[config.mk]
export PLATFORM = sky130hd
export DESIGN_NAME = connect_n_game_core_flat
export DESIGN_NICKNAME = d
export VERILOG_FILES = /design/src/rtl/connect_n_pkg.sv /design/src/rtl/connect_n_if.sv /design/src/rtl/connect_n_edge_detect.sv /design/src/rtl/connect_n_game_core.sv /design/src/flat_wrapper.sv
export SDC_FILE = /design/constraint.sdc
export NUM_CORES = 1
export LEC_CHECK = 0
export CAP_MARGIN = 30
export CORE_ASPECT_RATIO = 1.5
export CORE_MARGIN = 2
export CORE_UTILIZATION = 30
export DETAILED_ROUTE_END_ITERATION = 8
export PLACE_DENSITY_LB_ADDON = 0.25
export SYNTH_ARGS = -nofsm -noshare
export SYNTH_HDL_FRONTEND = slang
export SYNTH_HIERARCHICAL = 1
export SYNTH_SLANG_ARGS = --single-unit
[constraint.sdc]
create_clock -name clk -period 4.15 [get_ports clk]
set_input_delay 1.0375 -clock clk [delete_from_list [all_inputs] [get_ports clk]]
set_output_delay 1.0375 -clock clk [all_outputs]
set_load 0.005 [all_outputs]
[src/rtl/connect_n_pkg.sv]
// Shared types for the Connect-N engine: cell encoding, FSM states and the
// four line directions with their (dcol, drow) unit steps.
package connect_n_pkg;

    typedef enum logic [1:0] {
        CELL_EMPTY = 2'd0,
        CELL_P1    = 2'd1,
        CELL_P2    = 2'd2
    } cell_t;

    typedef enum logic [1:0] {
        ST_IDLE,
        ST_PLACE,
        ST_CHECK,
        ST_OVER
    } state_t;

    typedef enum logic [1:0] {
        DIR_H,
        DIR_V,
        DIR_D,
        DIR_A
    } dir_t;

    // Indexed by dir_t: horizontal, vertical, diagonal, anti-diagonal.
    localparam logic signed [1:0] DIR_DCOL [4] = '{2'sd1, 2'sd0, 2'sd1, 2'sd1};
    localparam logic signed [1:0] DIR_DROW [4] = '{2'sd0, 2'sd1, 2'sd1, -2'sd1};

    function automatic logic [1:0] other_player(input logic [1:0] p);
        return (p == CELL_P1) ? CELL_P2 : CELL_P1;
    endfunction

endpackage

[src/rtl/connect_n_if.sv]
// Button, renderer read port and status bundle of the Connect-N engine.
interface connect_n_if #(
    parameter int COLS = 7,
    parameter int ROWS = 6
);
    localparam int CW = $clog2(COLS);
    localparam int RW = $clog2(ROWS);

    logic          move_left;
    logic          move_right;
    logic          drop_piece;
    logic          restart;
    logic [CW-1:0] rd_col;
    logic [RW-1:0] rd_row;
    logic [1:0]    rd_cell;
    logic [CW-1:0] cursor_col;
    logic [1:0]    cur_player;
    logic          busy;
    logic          game_over;
    logic [1:0]    winner;

    modport master (
        output move_left, move_right, drop_piece, restart, rd_col, rd_row,
        input  rd_cell, cursor_col, cur_player, busy, game_over, winner
    );

    modport slave (
        input  move_left, move_right, drop_piece, restart, rd_col, rd_row,
        output rd_cell, cursor_col, cur_player, busy, game_over, winner
    );

endinterface

[src/rtl/connect_n_edge_detect.sv]
// Rising-edge detector; history resets to 1 so a level held through reset
// never produces a pulse.
module connect_n_edge_detect (
    input  logic clk,
    input  logic rst,
    input  logic din,
    output logic pulse
);
    logic samp_q, samp_d;
    logic hist_q, hist_d;

    always_comb begin
        samp_d = din;
        hist_d = samp_q;
    end

    always_ff @(posedge clk) begin
        if (rst) begin
            samp_q <= 1'b1;
            hist_q <= 1'b1;
        end else begin
            samp_q <= samp_d;
            hist_q <= hist_d;
        end
    end

    assign pulse = samp_q & ~hist_q;

endmodule

[src/rtl/connect_n_game_core.sv]
// Connect-N board, cursor and turn engine with a one-cell-per-cycle win scan.
// Define CONNECT_CURSOR_WRAP_EN to make the cursor wrap instead of saturate.
module connect_n_game_core
    import connect_n_pkg::*;
#(
    parameter int COLS    = 7,
    parameter int ROWS    = 6,
    parameter int WIN_LEN = 4
) (
    input  logic        clk,
    input  logic        rst,
    connect_n_if.slave  bus
);
    localparam int CW   = $clog2(COLS);
    localparam int RW   = $clog2(ROWS);
    localparam int HW   = $clog2(ROWS + 1);
    localparam int RUNW = $clog2(WIN_LEN + 1);
    localparam int CSW  = CW + 1;
    localparam int RSW  = RW + 1;
    localparam logic [RUNW-1:0] WIN_RUN   = RUNW'(WIN_LEN);
    localparam logic [RUNW-1:0] LAST_STEP = RUNW'(WIN_LEN - 1);
`ifdef CONNECT_CURSOR_WRAP_EN
    localparam bit WRAP = 1'b1;
`else
    localparam bit WRAP = 1'b0;
`endif

    logic [3:0] btn, pulse;
    assign btn = {bus.restart, bus.drop_piece, bus.move_right, bus.move_left};

    for (genvar i = 0; i < 4; i++) begin : g_edge
        connect_n_edge_detect u_edge (.clk(clk), .rst(rst), .din(btn[i]), .pulse(pulse[i]));
    end

    logic left_p, right_p, drop_p, restart_p;
    assign {restart_p, drop_p, right_p, left_p} = pulse;

    state_t                        state_q, state_d;
    logic [COLS-1:0][ROWS-1:0][1:0] board_q, board_d;
    logic [COLS-1:0][HW-1:0]       height_q, height_d;
    logic [CW-1:0]                 cursor_q, cursor_d;
    logic [1:0]                    player_q, player_d;
    logic [1:0]                    winner_q, winner_d;
    logic [CW-1:0]                 pc_q, pc_d;
    logic [RW-1:0]                 pr_q, pr_d;
    logic signed [CSW-1:0]         cc_q, cc_d;
    logic signed [RSW-1:0]         cr_q, cr_d;
    dir_t                          dir_q, dir_d;
    logic                          neg_q, neg_d;
    logic [RUNW-1:0]               run_q, run_d;
    logic [RUNW-1:0]               steps_q, steps_d;
    logic [1:0]                    rd_cell_q, rd_cell_d;

    // Probe of the next cell along the current direction and sense.
    logic signed [CSW-1:0] sc, nc;
    logic signed [RSW-1:0] sr, nr;
    logic                  in_bnd, hit, all_full, col_full, end_sense;
    logic [1:0]            probe_cell;
    logic [RUNW-1:0]       run_inc, steps_inc;

    always_comb begin
        sc = {{(CSW-2){DIR_DCOL[dir_q][1]}}, DIR_DCOL[dir_q]};
        sr = {{(RSW-2){DIR_DROW[dir_q][1]}}, DIR_DROW[dir_q]};
        if (neg_q) begin
            sc = -sc;
            sr = -sr;
        end
        nc = cc_q + sc;
        nr = cr_q + sr;
        in_bnd = (int'(nc) >= 0) && (int'(nc) < COLS) && (int'(nr) >= 0) && (int'(nr) < ROWS);
        probe_cell = in_bnd ? board_q[nc[CW-1:0]][nr[RW-1:0]] : CELL_EMPTY;
        hit = in_bnd && (probe_cell == player_q);
        run_inc   = run_q + RUNW'(1);
        steps_inc = steps_q + RUNW'(1);
        all_full = 1'b1;
        for (int c = 0; c < COLS; c++) begin
            if (height_q[c] != HW'(ROWS)) all_full = 1'b0;
        end
        col_full = (height_q[cursor_q] == HW'(ROWS));
    end

    always_comb begin
        state_d   = state_q;
        board_d   = board_q;
        height_d  = height_q;
        cursor_d  = cursor_q;
        player_d  = player_q;
        winner_d  = winner_q;
        pc_d      = pc_q;
        pr_d      = pr_q;
        cc_d      = cc_q;
        cr_d      = cr_q;
        dir_d     = dir_q;
        neg_d     = neg_q;
        run_d     = run_q;
        steps_d   = steps_q;
        end_sense = 1'b0;
        rd_cell_d = ((int'(bus.rd_col) < COLS) && (int'(bus.rd_row) < ROWS))
                    ? board_q[bus.rd_col][bus.rd_row] : CELL_EMPTY;

        case (state_q)
            ST_IDLE: begin
                if (restart_p) begin
                    state_d = ST_OVER;  // routed through the shared clear below
                end else if (drop_p) begin
                    if (!col_full) state_d = ST_PLACE;
                end else if (left_p && !right_p) begin
                    if (cursor_q == '0) cursor_d = WRAP ? CW'(COLS - 1) : cursor_q;
                    else                cursor_d = cursor_q - CW'(1);
                end else if (right_p && !left_p) begin
                    if (cursor_q == CW'(COLS - 1)) cursor_d = WRAP ? '0 : cursor_q;
                    else                           cursor_d = cursor_q + CW'(1);
                end
            end
            ST_PLACE: begin
                board_d[cursor_q][height_q[cursor_q][RW-1:0]] = player_q;
                height_d[cursor_q] = height_q[cursor_q] + HW'(1);
                pc_d    = cursor_q;
                pr_d    = height_q[cursor_q][RW-1:0];
                cc_d    = {1'b0, cursor_q};
                cr_d    = {1'b0, height_q[cursor_q][RW-1:0]};
                dir_d   = DIR_H;
                neg_d   = 1'b0;
                run_d   = RUNW'(1);
                steps_d = '0;
                state_d = ST_CHECK;
            end
            ST_CHECK: begin
                if (hit) begin
                    run_d = run_inc;
                    if (run_inc >= WIN_RUN) begin
                        winner_d = player_q;
                        state_d  = ST_OVER;
                    end else begin
                        cc_d      = nc;
                        cr_d      = nr;
                        steps_d   = steps_inc;
                        end_sense = (steps_inc == LAST_STEP);
                    end
                end else begin
                    end_sense = 1'b1;
                end
                // A failed probe retires the sense in the same cycle it was tried.
                if (end_sense) begin
                    cc_d    = {1'b0, pc_q};
                    cr_d    = {1'b0, pr_q};
                    steps_d = '0;
                    if (!neg_q) begin
                        neg_d = 1'b1;
                    end else begin
                        neg_d = 1'b0;
                        run_d = RUNW'(1);
                        if (dir_q != DIR_A) begin
                            dir_d = dir_t'(dir_q + 2'd1);
                        end else if (all_full) begin
                            winner_d = CELL_EMPTY;
                            state_d  = ST_OVER;
                        end else begin
                            player_d = other_player(player_q);
                            state_d  = ST_IDLE;
                        end
                    end
                end
            end
            default: ;
        endcase

        if ((state_q == ST_IDLE || state_q == ST_OVER) && restart_p) begin
            board_d  = '0;
            height_d = '0;
            cursor_d = CW'(COLS / 2);
            player_d = CELL_P1;
            winner_d = CELL_EMPTY;
            state_d  = ST_IDLE;
        end
    end

    always_ff @(posedge clk) begin
        if (rst) begin
            state_q   <= ST_IDLE;
            board_q   <= '0;
            height_q  <= '0;
            cursor_q  <= CW'(COLS / 2);
            player_q  <= CELL_P1;
            winner_q  <= CELL_EMPTY;
            pc_q      <= '0;
            pr_q      <= '0;
            cc_q      <= '0;
            cr_q      <= '0;
            dir_q     <= DIR_H;
            neg_q     <= 1'b0;
            run_q     <= '0;
            steps_q   <= '0;
            rd_cell_q <= CELL_EMPTY;
        end else begin
            state_q   <= state_d;
            board_q   <= board_d;
            height_q  <= height_d;
            cursor_q  <= cursor_d;
            player_q  <= player_d;
            winner_q  <= winner_d;
            pc_q      <= pc_d;
            pr_q      <= pr_d;
            cc_q      <= cc_d;
            cr_q      <= cr_d;
            dir_q     <= dir_d;
            neg_q     <= neg_d;
            run_q     <= run_d;
            steps_q   <= steps_d;
            rd_cell_q <= rd_cell_d;
        end
    end

    assign bus.rd_cell    = rd_cell_q;
    assign bus.cursor_col = cursor_q;
    assign bus.cur_player = player_q;
    assign bus.busy       = (state_q == ST_PLACE) || (state_q == ST_CHECK);
    assign bus.game_over  = (state_q == ST_OVER);
    assign bus.winner     = winner_q;

endmodule

[src/flat_wrapper.sv]
// flat-port wrapper written by rule: the top's interface ports become plain ports
module connect_n_game_core_flat import connect_n_pkg::*;
#(
    parameter int COLS    = 7,
    parameter int ROWS    = 6,
    parameter int WIN_LEN = 4
)
  (clk, rst, bus_move_left, bus_move_right, bus_drop_piece, bus_restart, bus_rd_col, bus_rd_row, bus_rd_cell, bus_cursor_col, bus_cur_player, bus_busy, bus_game_over, bus_winner);
  connect_n_if #(.COLS(COLS), .ROWS(ROWS)) bus_i ();
  input  logic clk;
  input  logic rst;
  input wire logic [$bits(bus_i.move_left)-1:0] bus_move_left;
  input wire logic [$bits(bus_i.move_right)-1:0] bus_move_right;
  input wire logic [$bits(bus_i.drop_piece)-1:0] bus_drop_piece;
  input wire logic [$bits(bus_i.restart)-1:0] bus_restart;
  input wire logic [$bits(bus_i.rd_col)-1:0] bus_rd_col;
  input wire logic [$bits(bus_i.rd_row)-1:0] bus_rd_row;
  output wire logic [$bits(bus_i.rd_cell)-1:0] bus_rd_cell;
  output wire logic [$bits(bus_i.cursor_col)-1:0] bus_cursor_col;
  output wire logic [$bits(bus_i.cur_player)-1:0] bus_cur_player;
  output wire logic [$bits(bus_i.busy)-1:0] bus_busy;
  output wire logic [$bits(bus_i.game_over)-1:0] bus_game_over;
  output wire logic [$bits(bus_i.winner)-1:0] bus_winner;
  assign bus_i.move_left = bus_move_left;
  assign bus_i.move_right = bus_move_right;
  assign bus_i.drop_piece = bus_drop_piece;
  assign bus_i.restart = bus_restart;
  assign bus_i.rd_col = bus_rd_col;
  assign bus_i.rd_row = bus_rd_row;
  assign bus_rd_cell = bus_i.rd_cell;
  assign bus_cursor_col = bus_i.cursor_col;
  assign bus_cur_player = bus_i.cur_player;
  assign bus_busy = bus_i.busy;
  assign bus_game_over = bus_i.game_over;
  assign bus_winner = bus_i.winner;
  connect_n_game_core #(.COLS(COLS), .ROWS(ROWS), .WIN_LEN(WIN_LEN)) u_core (.clk(clk), .rst(rst), .bus(bus_i));
endmodule
==> out/metrics.yaml <==
root_buffer: "clkbuf_16"
wire_per_inst_um: 18.70
worstReg2RegEnd: "u_core/cc_q[2]$_SDFFE_PP0P_"
clkTransAtPathRegs_ns: 0.07
dieArea_um2: 29110
fp-row-count: 74
vdd_drop_max_uv: 322.5
hold_start: "u_core/g_edge[3].u_edge/hist_d$_SDFF_PP1_"
final_area_um2: 10020
p_int_mw: 2.793
timing_worst_setup_path_type: "reg2reg"
synth_area_per_cell_um2: 8.329
crit_path_max_incr_delay_ns: 0.54
overflow: 0
hold_class: "reg2reg"
cellLeakagePower_nw: 3.448
max_freq_mhz: 249.3
viasPerCell: 5.370
critPathCaptureType: "flop"
gp_congestion: 0.8735
vias: 7481
area_delta_synth_final_pct: 20.44
drtIter0Drc: 472
syn_area_um2: 8320
slew_headroom_pct: 30.87
netSwitchingFraction_pct: 31.75
synth_nets: 1032
cts_num_sinks: 147
async_flop_share_pct: 0
die_x_um: 140.0
slowest_stage: "or4_4"
share_comb_of_total_power_pct: 27.0
die_height_um: 208.0
route.detailed.drc: 0
diodes: 0
startpoint_type: "flop"
finalClockSkew_ns: 0.01055
fin_util_pct: 36.81
power.share.clock_pct: 36.3
antenna_found_initial: 0
drive_above_1_share_pct: 15.70
track_usage_pct: 18.15
ys_ff_latch: 147
path_max_fanout: 11
tightest_slew_ns: 1.035
fin_crit_sh_pct: 96.64
grt_pass1_wl_mm: 41.06
finalWirelength_mm: 26.06
synth_edf_count: 0
dp_slack_ns: -0.2177
crit_top_cell: "xnor2_4"
r2r_setup_slack_ns: 0.14
ys_seq_area_share_pct: 35.37
rr_startpoint: "u_core/dir_q[1]$_SDFFE_PP0P_"
crit_arrival_ns: 4.37
hold_viol: 0
initial_core_util_pct: 30.57
setup_viol: 0
tritoncts: "yes"
core_area_um2: 27220
r2r_cells: 18
slew_viol_final: 0
placed_area_um2: 9196
grt_pass1_vias: 7291
post-dp-hpwl_mm: 18.98
drv_cap: 0
ys.flop_type: "dfxtp_1"
status: "finished, final reports clean"
critPathLaunch: "u_core/dir_q[1]$_SDFFE_PP0P_"
cts_buffers: 17
powerDensity_nw_per_um2: 408.5
crit_path_end: "u_core/cc_q[2]$_SDFFE_PP0P_"
fin_nets: 1071
fin_ws_ns: 0.1393
power_switching_mw: 1.300
finalCriticalPeriod_ns: 4.011
grt_max_degree: 57
critical_path_required_ns: 4.50
path_cells: "inv_2 > ha_2 > nand2b_4 > xnor2_4 > ha_4 > nor2_1 > mux2i_4 > xnor2_4 > buf_6 > mux2i_2 > a221oi_2 > buf_4 > a2111oi_4 > xnor2_2 > or4_4 > buf_8 > a22o_1 > a211oi_1"
h-tree-depth: 4
synth.distinct_cells: 66
portBuffers: 22
seq_area_um2: 2948
clk_latency_ns: 0.44
multi_input_area_um2: 5135
fillers: 2816
dr.pass1.iters: 5
synthCells: 999
pin_count: 23
cts.path.max_buffers: 2
ys_warn_count: 6
ant_nets: 0
p_seq_share_pct: 36.7
-- area by class of cell --
cell class,count,area share (%)
repair buffers,94,8.690
clock buffers,21,4.595
clock inverters,11,1.036
flip-flops and latches,147,29.42
multi-input cells,758,51.24
well taps,342,4.270
inverters,20,0.7492
-- power by group through the flow --
stage / combinational [mW] / sequential [mW] / clock, mW
after floorplan: 0.613 / 1.51 / 0
after global placement: 0.936 / 1.53 / 0
after detailed placement: 0.941 / 1.53 / 0
after CTS: 1.07 / 1.50 / 1.53
after global routing: 1.19 / 1.51 / 1.58
final: 1.10 / 1.50 / 1.49
-- synthesized netlist by cell type (all sizes together), types with 4 or more instances --
| cell type | number | area, um2 |
|---|---|---|
| or3 | 4 | 25.02 |
| xor2 | 5 | 43.79 |
| or2 | 8 | 50.05 |
| a311o | 5 | 50.05 |
| buf | 15 | 80.07 |
| a21oi | 110 | 550.5 |
| mux4 | 33 | 743.2 |
| ha | 19 | 237.7 |
| o21ai | 44 | 220.2 |
| nor3b | 7 | 52.55 |
| mux2i | 50 | 513.0 |
| nor4bb | 4 | 40.04 |
| clkbuf | 59 | 221.5 |
| inv | 20 | 75.07 |
| a221oi | 6 | 52.55 |
| nand2 | 163 | 611.8 |
| and2 | 5 | 31.28 |
| and3 | 4 | 25.02 |
| nand3b | 8 | 60.06 |
| a211oi | 21 | 157.7 |
| nor2 | 86 | 322.8 |
| dfxtp | 147 | 2943 |
| xnor2 | 9 | 86.34 |
| nand2b | 13 | 83.83 |
| nand3 | 69 | 345.3 |
| nand4 | 4 | 25.02 |
| a21o | 4 | 30.03 |
| nor2b | 14 | 87.58 |
| nor3 | 8 | 40.04 |
-- layer usage --
metal  vias up  part of all wire (%)  track usage [%]
met4         0                   3.8            7.966
met2       172                    54            33.12
met5         -                     0                0
li1       3664                     -                -
met1      3595                    39            20.39
met3        50                   3.9            3.337
-- state kept, by name (all words and copies together) (netlist names), 4 cells and up --
signal	count
u_core/g_edge.u_edge/hist_q	4
u_core/cr_q	4
u_core/board_q	84
u_core/cc_q	4
u_core/height_q	21
u_core/g_edge.u_edge/hist_d	4
-- cell usage in the layout (no fill, tap or decap), drive strengths merged, types with 4 or more instances in the layout --
cell / synthesis / layout
nor2: 86 / 86
xnor2: 9 / 9
a311o: 5 / 5
clkdlybuf4s50: 0 / 22
and2: 5 / 5
o21ai: 44 / 44
or3: 4 / 4
and3: 4 / 4
a21oi: 110 / 110
a211oi: 21 / 21
a21o: 4 / 4
nand4: 4 / 4
a221oi: 6 / 6
nor3b: 7 / 7
nor4bb: 4 / 4
ha: 19 / 19
mux2i: 50 / 50
dfxtp: 147 / 147
nor2b: 14 / 14
mux4: 33 / 33
buf: 15 / 71
inv: 20 / 22
xor2: 5 / 5
clkbuf: 59 / 21
or2: 8 / 8
nor3: 8 / 8
nand2b: 13 / 13
nand3b: 8 / 8
nand3: 69 / 69
clkinvlp: 0 / 5
nand2: 163 / 163
-- through the flow --
stage / power, mW / std cells / TNS [ns] / hold slack [ns]
floorplan: 2.122 / 999 / 0 / 0.4015
global placement: 2.468 / 1351 / -1.583 / 0.4164
detailed placement: 2.473 / 1351 / -1.981 / 0.4233
CTS: 4.096 / 1389 / 0 / 0.4391
global route: 4.282 / 1393 / -0.2011 / 0.4635
finish: 4.093 / 1393 / 0 / 0.4300
-- cell families after synthesis --
logic type	after synthesis	share of synthesized area, %
AOI/OAI and AO/OA	227	16.60
xor gates and xnor gates	15	1.850
adders and majority gates	21	3.338
DFF	147	35.37
muxes	86	15.50
and+or+nand+nor	409	22.81
buffers and inverters	94	4.526
-- timing repair --
| item | CTS | global route |
|---|---|---|
| cloned | 1 | 0 |
| pin swaps | 5 | 16 |
| hold buffers | 0 | 0 |
| resized for setup | 14 | 19 |
| hold endpoints to repair | 0 | 0 |
| endpoints found under the setup margin | 16 | 19 |
| buffers inserted | 5 | 5 |
-- worst max-delay path: cells and delay by family, from the launching register on --
kind,cells,cell delay [ns]
AO/OA/AOI/OAI,4,0.95
XOR/XNOR,3,0.50
adder cells (fa/ha/maj),2,0.33
buffers and inverters,4,0.52
flip-flops,1,0.34
multiplexers,2,0.51
AND/OR/NAND/NOR,3,0.76
-- worst min path at each step --
stage,endpoint,slack [ns],cells past startpoint
floorplan,u_core/g_edge[0].u_edge/hist_q$_SDFF_PP1_,0.40,1
global placement,u_core/g_edge[3].u_edge/hist_q$_SDFF_PP1_,0.42,1
detailed placement,u_core/g_edge[3].u_edge/hist_q$_SDFF_PP1_,0.42,1
CTS,u_core/g_edge[3].u_edge/hist_q$_SDFF_PP1_,0.44,1
global route,u_core/g_edge[3].u_edge/hist_q$_SDFF_PP1_,0.46,1
finish,u_core/g_edge[3].u_edge/hist_q$_SDFF_PP1_,0.43,1
Note: power is estimated with default switching activity, not from simulation.
